[src/rtl/regfile_2w_sb.sv]
// regfile_2w_sb: parametrised register file with two write ports, two
// combinational read ports (optional same-cycle write bypass), a per-register
// busy scoreboard, and a sweep engine that zeroes the file on request.
module regfile_2w_sb #(
  parameter int WORD_SIZE    = 32,
  parameter int ADDRESS_SIZE = 4,
  parameter int BYPASS       = 1
) (
  input  logic                    clk,
  input  logic                    rst,
  input  logic [ADDRESS_SIZE-1:0] src1,
  input  logic [ADDRESS_SIZE-1:0] src2,
  output logic [WORD_SIZE-1:0]    reg1,
  output logic [WORD_SIZE-1:0]    reg2,
  output logic                    busy1,
  output logic                    busy2,
  input  logic                    writeBackEn,
  input  logic [ADDRESS_SIZE-1:0] Dest_wb,
  input  logic [WORD_SIZE-1:0]    Result_WB,
  input  logic                    wr2_en,
  input  logic [ADDRESS_SIZE-1:0] wr2_addr,
  input  logic [WORD_SIZE-1:0]    wr2_data,
  input  logic                    issue_en,
  input  logic [ADDRESS_SIZE-1:0] issue_dest,
  input  logic                    clear_req,
  output logic                    ready
);

  localparam int DEPTH = 1 << ADDRESS_SIZE;
  localparam logic [ADDRESS_SIZE-1:0] ZERO_IDX = ADDRESS_SIZE'(0);
  localparam logic [ADDRESS_SIZE-1:0] ONE_IDX  = ADDRESS_SIZE'(1);
  localparam logic [ADDRESS_SIZE-1:0] LAST_IDX = ADDRESS_SIZE'(DEPTH - 1);

  typedef enum logic {
    ST_IDLE  = 1'b0,
    ST_SWEEP = 1'b1
  } state_e;

  logic [WORD_SIZE-1:0]    mem_q [DEPTH];
  logic [WORD_SIZE-1:0]    mem_d [DEPTH];
  logic [DEPTH-1:0]        busy_q;
  logic [DEPTH-1:0]        busy_d;
  state_e                  state_q;
  state_e                  state_d;
  logic [ADDRESS_SIZE-1:0] cnt_q;
  logic [ADDRESS_SIZE-1:0] cnt_d;
  logic                    idle_s;

  assign idle_s = (state_q == ST_IDLE);
  assign ready  = idle_s;

  // Read mux for one port: write-port forwarding only while idle and only
  // when bypass is enabled; port A takes priority over port B, R0 reads 0.
  function automatic logic [WORD_SIZE-1:0] read_mux(
    input logic [ADDRESS_SIZE-1:0] src,
    input logic                    fwd_ok,
    input logic                    a_en,
    input logic [ADDRESS_SIZE-1:0] a_addr,
    input logic [WORD_SIZE-1:0]    a_data,
    input logic                    b_en,
    input logic [ADDRESS_SIZE-1:0] b_addr,
    input logic [WORD_SIZE-1:0]    b_data,
    input logic [WORD_SIZE-1:0]    stored
  );
    logic [WORD_SIZE-1:0] res;
    if (src == ZERO_IDX) begin
      res = '0;
    end else if (fwd_ok && a_en && (a_addr == src)) begin
      res = a_data;
    end else if (fwd_ok && b_en && (b_addr == src)) begin
      res = b_data;
    end else begin
      res = stored;
    end
    return res;
  endfunction

  // Combinational read ports and scoreboard lookups (busy has no bypass).
  always_comb begin
    logic fwd_s;
    fwd_s = (BYPASS != 0) && idle_s;
    reg1  = read_mux(src1, fwd_s, writeBackEn, Dest_wb, Result_WB,
                     wr2_en, wr2_addr, wr2_data, mem_q[src1]);
    reg2  = read_mux(src2, fwd_s, writeBackEn, Dest_wb, Result_WB,
                     wr2_en, wr2_addr, wr2_data, mem_q[src2]);
    busy1 = busy_q[src1];
    busy2 = busy_q[src2];
  end

  // Next-state: idle writes/scoreboard updates and sweep sequencing.
  always_comb begin
    mem_d   = mem_q;
    busy_d  = busy_q;
    state_d = state_q;
    cnt_d   = cnt_q;
    case (state_q)
      ST_IDLE: begin
        for (int i = 1; i < DEPTH; i++) begin
          logic a_hit;
          logic b_hit;
          logic iss_hit;
          a_hit   = writeBackEn && (Dest_wb == ADDRESS_SIZE'(i));
          b_hit   = wr2_en && (wr2_addr == ADDRESS_SIZE'(i));
          iss_hit = issue_en && (issue_dest == ADDRESS_SIZE'(i));
          // Port A wins a same-address collision.
          if (a_hit) begin
            mem_d[i] = Result_WB;
          end else if (b_hit) begin
            mem_d[i] = wr2_data;
          end else begin
            mem_d[i] = mem_q[i];
          end
          // A newly issued producer outranks a retiring write.
          if (iss_hit) begin
            busy_d[i] = 1'b1;
          end else if (a_hit || b_hit) begin
            busy_d[i] = 1'b0;
          end else begin
            busy_d[i] = busy_q[i];
          end
        end
        if (clear_req) begin
          state_d = ST_SWEEP;
          cnt_d   = ONE_IDX;
        end else begin
          state_d = ST_IDLE;
          cnt_d   = cnt_q;
        end
      end
      ST_SWEEP: begin
        mem_d[cnt_q]  = '0;
        busy_d[cnt_q] = 1'b0;
        // Stop on the last index so the counter never wraps to 0 mid-sweep.
        if (cnt_q == LAST_IDX) begin
          state_d = ST_IDLE;
          cnt_d   = ZERO_IDX;
        end else begin
          state_d = ST_SWEEP;
          cnt_d   = cnt_q + ONE_IDX;
        end
      end
      default: begin
        state_d = ST_IDLE;
        cnt_d   = ZERO_IDX;
      end
    endcase
    mem_d[0]  = '0;
    busy_d[0] = 1'b0;
  end

  // State registers with asynchronous reset to an empty, idle file.
  always_ff @(posedge clk or posedge rst) begin
    if (rst) begin
      for (int i = 0; i < DEPTH; i++) begin
        mem_q[i] <= '0;
      end
      busy_q  <= '0;
      state_q <= ST_IDLE;
      cnt_q   <= ZERO_IDX;
    end else begin
      mem_q   <= mem_d;
      busy_q  <= busy_d;
      state_q <= state_d;
      cnt_q   <= cnt_d;
    end
  end

endmodule

[config.mk]
export PLATFORM = sky130hd
export DESIGN_NAME = regfile_2w_sb
export DESIGN_NICKNAME = d
export VERILOG_FILES = /design/src/rtl/regfile_2w_sb.sv
export SDC_FILE = /design/constraint.sdc
export NUM_CORES = 2
export LEC_CHECK = 0
export CORE_MARGIN = 3
export CORE_UTILIZATION = 50
export CTS_CLUSTER_DIAMETER = 100
export DETAILED_ROUTE_END_ITERATION = 12
export PLACE_DENSITY = 0.72
export SYNTH_ARGS = -nofsm -noshare
export SYNTH_HDL_FRONTEND = slang
export SYNTH_SLANG_ARGS = --single-unit
[constraint.sdc]
create_clock -name clk -period 35.1 [get_ports clk]
set_input_delay 3.51 -clock clk [delete_from_list [all_inputs] [get_ports clk]]
set_output_delay 3.51 -clock clk [all_outputs]
set_load 0.02 [all_outputs]
==> results.cfg <==
[setup_path]
worstSetupEndpoint = reg1[31]
cp-end-kind = output pin
crit_fanout = 36
reg2reg_depth = 6
rrSetupSlack_ns = 31.80
cp_top_family = buffers and inverters
cp_slowest_cell = nor2b_4
arrival_ns = 7.96
startpoint_type = input pin
worstPathBufferInverterCount = 3
r2r-end = mem_q[226]
crit_top_cell = buf_4
reg2reg_from = state_q
path_depth = 8
crit_type = in -> out
path_cells = buf_4 > buf_4 > nor2b_4 > a221oi_1 > nor2_1 > o21ai_0 > a311oi_1 > clkdlybuf4s50_1
critPathMaxStageDelay_ns = 1.12
required_ns = 31.59
crit_path_start = src1[1]

[yosys]
synth-compound-area-share_pct = 17.78
synth_area_leader_cell = dfrtp_1
synthArstFlopShare_pct = 100.0
synth_nets = 3122
synthCells = 3028
seq_area_frac_synth_pct = 37.66
muxShareOfSynthArea_pct = 32.35
syn_avg_cell_area_um2 = 10.97
synth_edf_count = 0
synth_fa_ha_area_share_pct = 0.1506
synth_top_flop_cell = dfrtp_1
yosysTopAreaCellShare_pct = 37.66
ys_ff_latch = 500
syn-cell-area_um2 = 33220
synth_top_family_by_area = multiplexers
synth_cell_types = 55
synth_xor_xnor_area_share_pct = 0.4482
ys_top_cells_by_area = dfrtp_1 (38%), mux2i_1 (15%), mux4_2 (13%)
synthSimpleGateAreaFrac_pct = 5.917
synth_warnings = 0

[global_route]
grt-ovfl-total = 0
grt_max_degree = 172
track_usage_pct = 36.72
grt_pass1_vias = 29390
antenna_found_initial = 7
grt_pass1_wl_um = 192900

[routing]
drt-pass1-iter-count = 7
post-route-drc-count = 0
via_count = 29010
drt_iter0_markers = 4697
via_per_inst = 7.637
post_drt_wl_per_cell_um = 34.59
wirelength_um = 131400
ant_nets = 0

[final_layout]
final_nets = 2984
area_growth_syn_to_layout_pct = 10.66
drive_gt1_share_pct = 19.07
final_cell_area_um2 = 36760
fin_cells = 3798

[die]
fp.dieW_um = 263.8
initial_core_util_pct = 51.07
rows = 93
die_y_um = 263.8
dieArea_um2 = 69570
core_area_um2 = 65050
ioPinCount = 157

[timing]
tightest_slew_ns = 1.336
setup_ws_ns = 23.63
setup-violations-final = 0
fin_crit_sh_pct = 32.69
grt_setup_unrepaired = no
skew_ns = 0.02323
timing.fmax_mhz = 87.16
slew_headroom_pct = 10.96
min_period_ns = 11.47
drv_slew = 0
tns_ns = 0
finalHoldViolCount = 0

[placement]
placed_cells_incl_taps = 3688
gp_congestion = 0.8690
placedInstanceArea_um2 = 34860
port_buffers = 156
dp_hpwl_um = 70250
dp_slack_ns = 23.88

[run]
maxCapViolations = 0

[clock_tree]
numCtsBuffers = 55
cts_setup_buffers = 0
clockBufferDepth = 3
post_cts_resized = 0
clkLatencyLatePin_ns = 0.64
htree_levels = 2
clkTransAtPathRegs_ns = 0.06
cts_hold_buffers = 0
cts.sinks = 500
cts.root.buffer_cell = clkbuf_16
cts_tree = yes

[power]
leakage_nw = 15.05
total_power_mw = 2.328
ir_drop_uv = 31.91
power_density_nw_per_um2 = 63.31

[min_path]
worstHoldPathType = reg -> reg
worstHoldStart = mem_q[9]

[run_status]
status = finished, final reports clean
-- worst min-delay path by stage --
stage / end / depth (start not counted)
floorplan: mem_q[0] / 2
global placement: mem_q[9] / 2
detailed placement: mem_q[9] / 2
CTS: mem_q[9] / 2
global route: mem_q[79] / 1
finish: mem_q[9] / 2
-- cells in the final DEF (no fill, tap or decap), types with 78 or more instances in the layout --
master | Yosys | final
mux2i_1 | 482 | 482
o21ai_0 | 292 | 292
mux4_2 | 198 | 198
nand2_1 | 240 | 239
clkdlybuf4s50_1 | 0 | 148
buf_4 | 22 | 78
nor2_1 | 82 | 81
o2bb2ai_1 | 320 | 320
mux2_2 | 130 | 130
dfrtp_1 | 500 | 500
-- Yosys cell counts, types with 4 or more instances --
master     instances
buf_2            124
o211ai_1           4
buf_1             66
a211oi_1           4
o21a_1            10
o21ai_0          292
mux2_2           130
xor2_1             9
xnor2_1            8
nand3_1           10
buf_4             22
clkbuf_1         210
o21ai_2            4
nand2b_1           6
nand4_1            4
mux4_2           198
nand3b_1           6
nor3_1            70
dfrtp_1          500
a221oi_1          63
a311oi_1          62
inv_1              9
a2bb2o_1          10
o21ai_1           10
nor2_2             8
a21oi_1            6
a22oi_1            6
ha_1               4
nand2_1          240
or2_2              4
mux2i_1          482
o2bb2ai_1        320
a21boi_2           6
nor2_1            82
-- registers in the layout (all words and copies together), names as in the netlist --
name / cells
mem_q: 480
busy_q: 15
cnt_q: 4
state_q: 1
-- logic make-up after synthesis --
| group | after synthesis |
|---|---|
| buffers and inverters | 436 |
| XOR/XNOR | 17 |
| flip-flops | 500 |
| AND/OR/NAND/NOR | 453 |
| adder cells (fa/ha/maj) | 4 |
| AO/OA/AOI/OAI | 808 |
| multiplexers | 810 |
-- power by group --
group          internal (mW)  switching [mW]
Combinational          0.393           0.383
Sequential             0.776           0.165
Clock                  0.352           0.258
Total                   1.52           0.806
-- layout make-up --
type | instances | area (um2)
fill | 5264 | 28280
multi-input combinational | 2092 | 19090
sequential | 500 | 12510
timing repair buffer | 231 | 2146
clock buffer | 83 | 1682
tap | 855 | 1070
clock inverter | 20 | 200.2
inverter | 10 | 45.04
antenna | 7 | 17.52
-- per-stage QoR --
| step | hold slack (ns) | util [%] |
|---|---|---|
| after global routing | 0.5234 | 56.50 |
| after CTS | 0.4993 | 56.49 |
| after global placement | 0.4749 | 53.60 |
| after detailed placement | 0.4860 | 53.60 |
| after floorplan | 0.4612 | - |
| final | 0.4986 | 56.52 |
-- per-layer routing --
layer / GRT usage [%] / routed length (um) / part of all wire (%)
met2: 53.85 / 56680 / 43
met3: 11.75 / 19200 / 15
met1: 47.66 / 46490 / 35
met4: 22.07 / 8964 / 6.8
met5: 0 / 45 / 0.034
-- worst register-to-register path: stages, from the launching register on --
cell and delay (ns):
dfrtp_1 0.79, inv_1 0.14, buf_4 0.30, a22oi_2 1.08
buf_4 0.66, nand2_1 0.14, o21ai_0 0.11
Note: power is estimated with default switching activity, not from simulation.
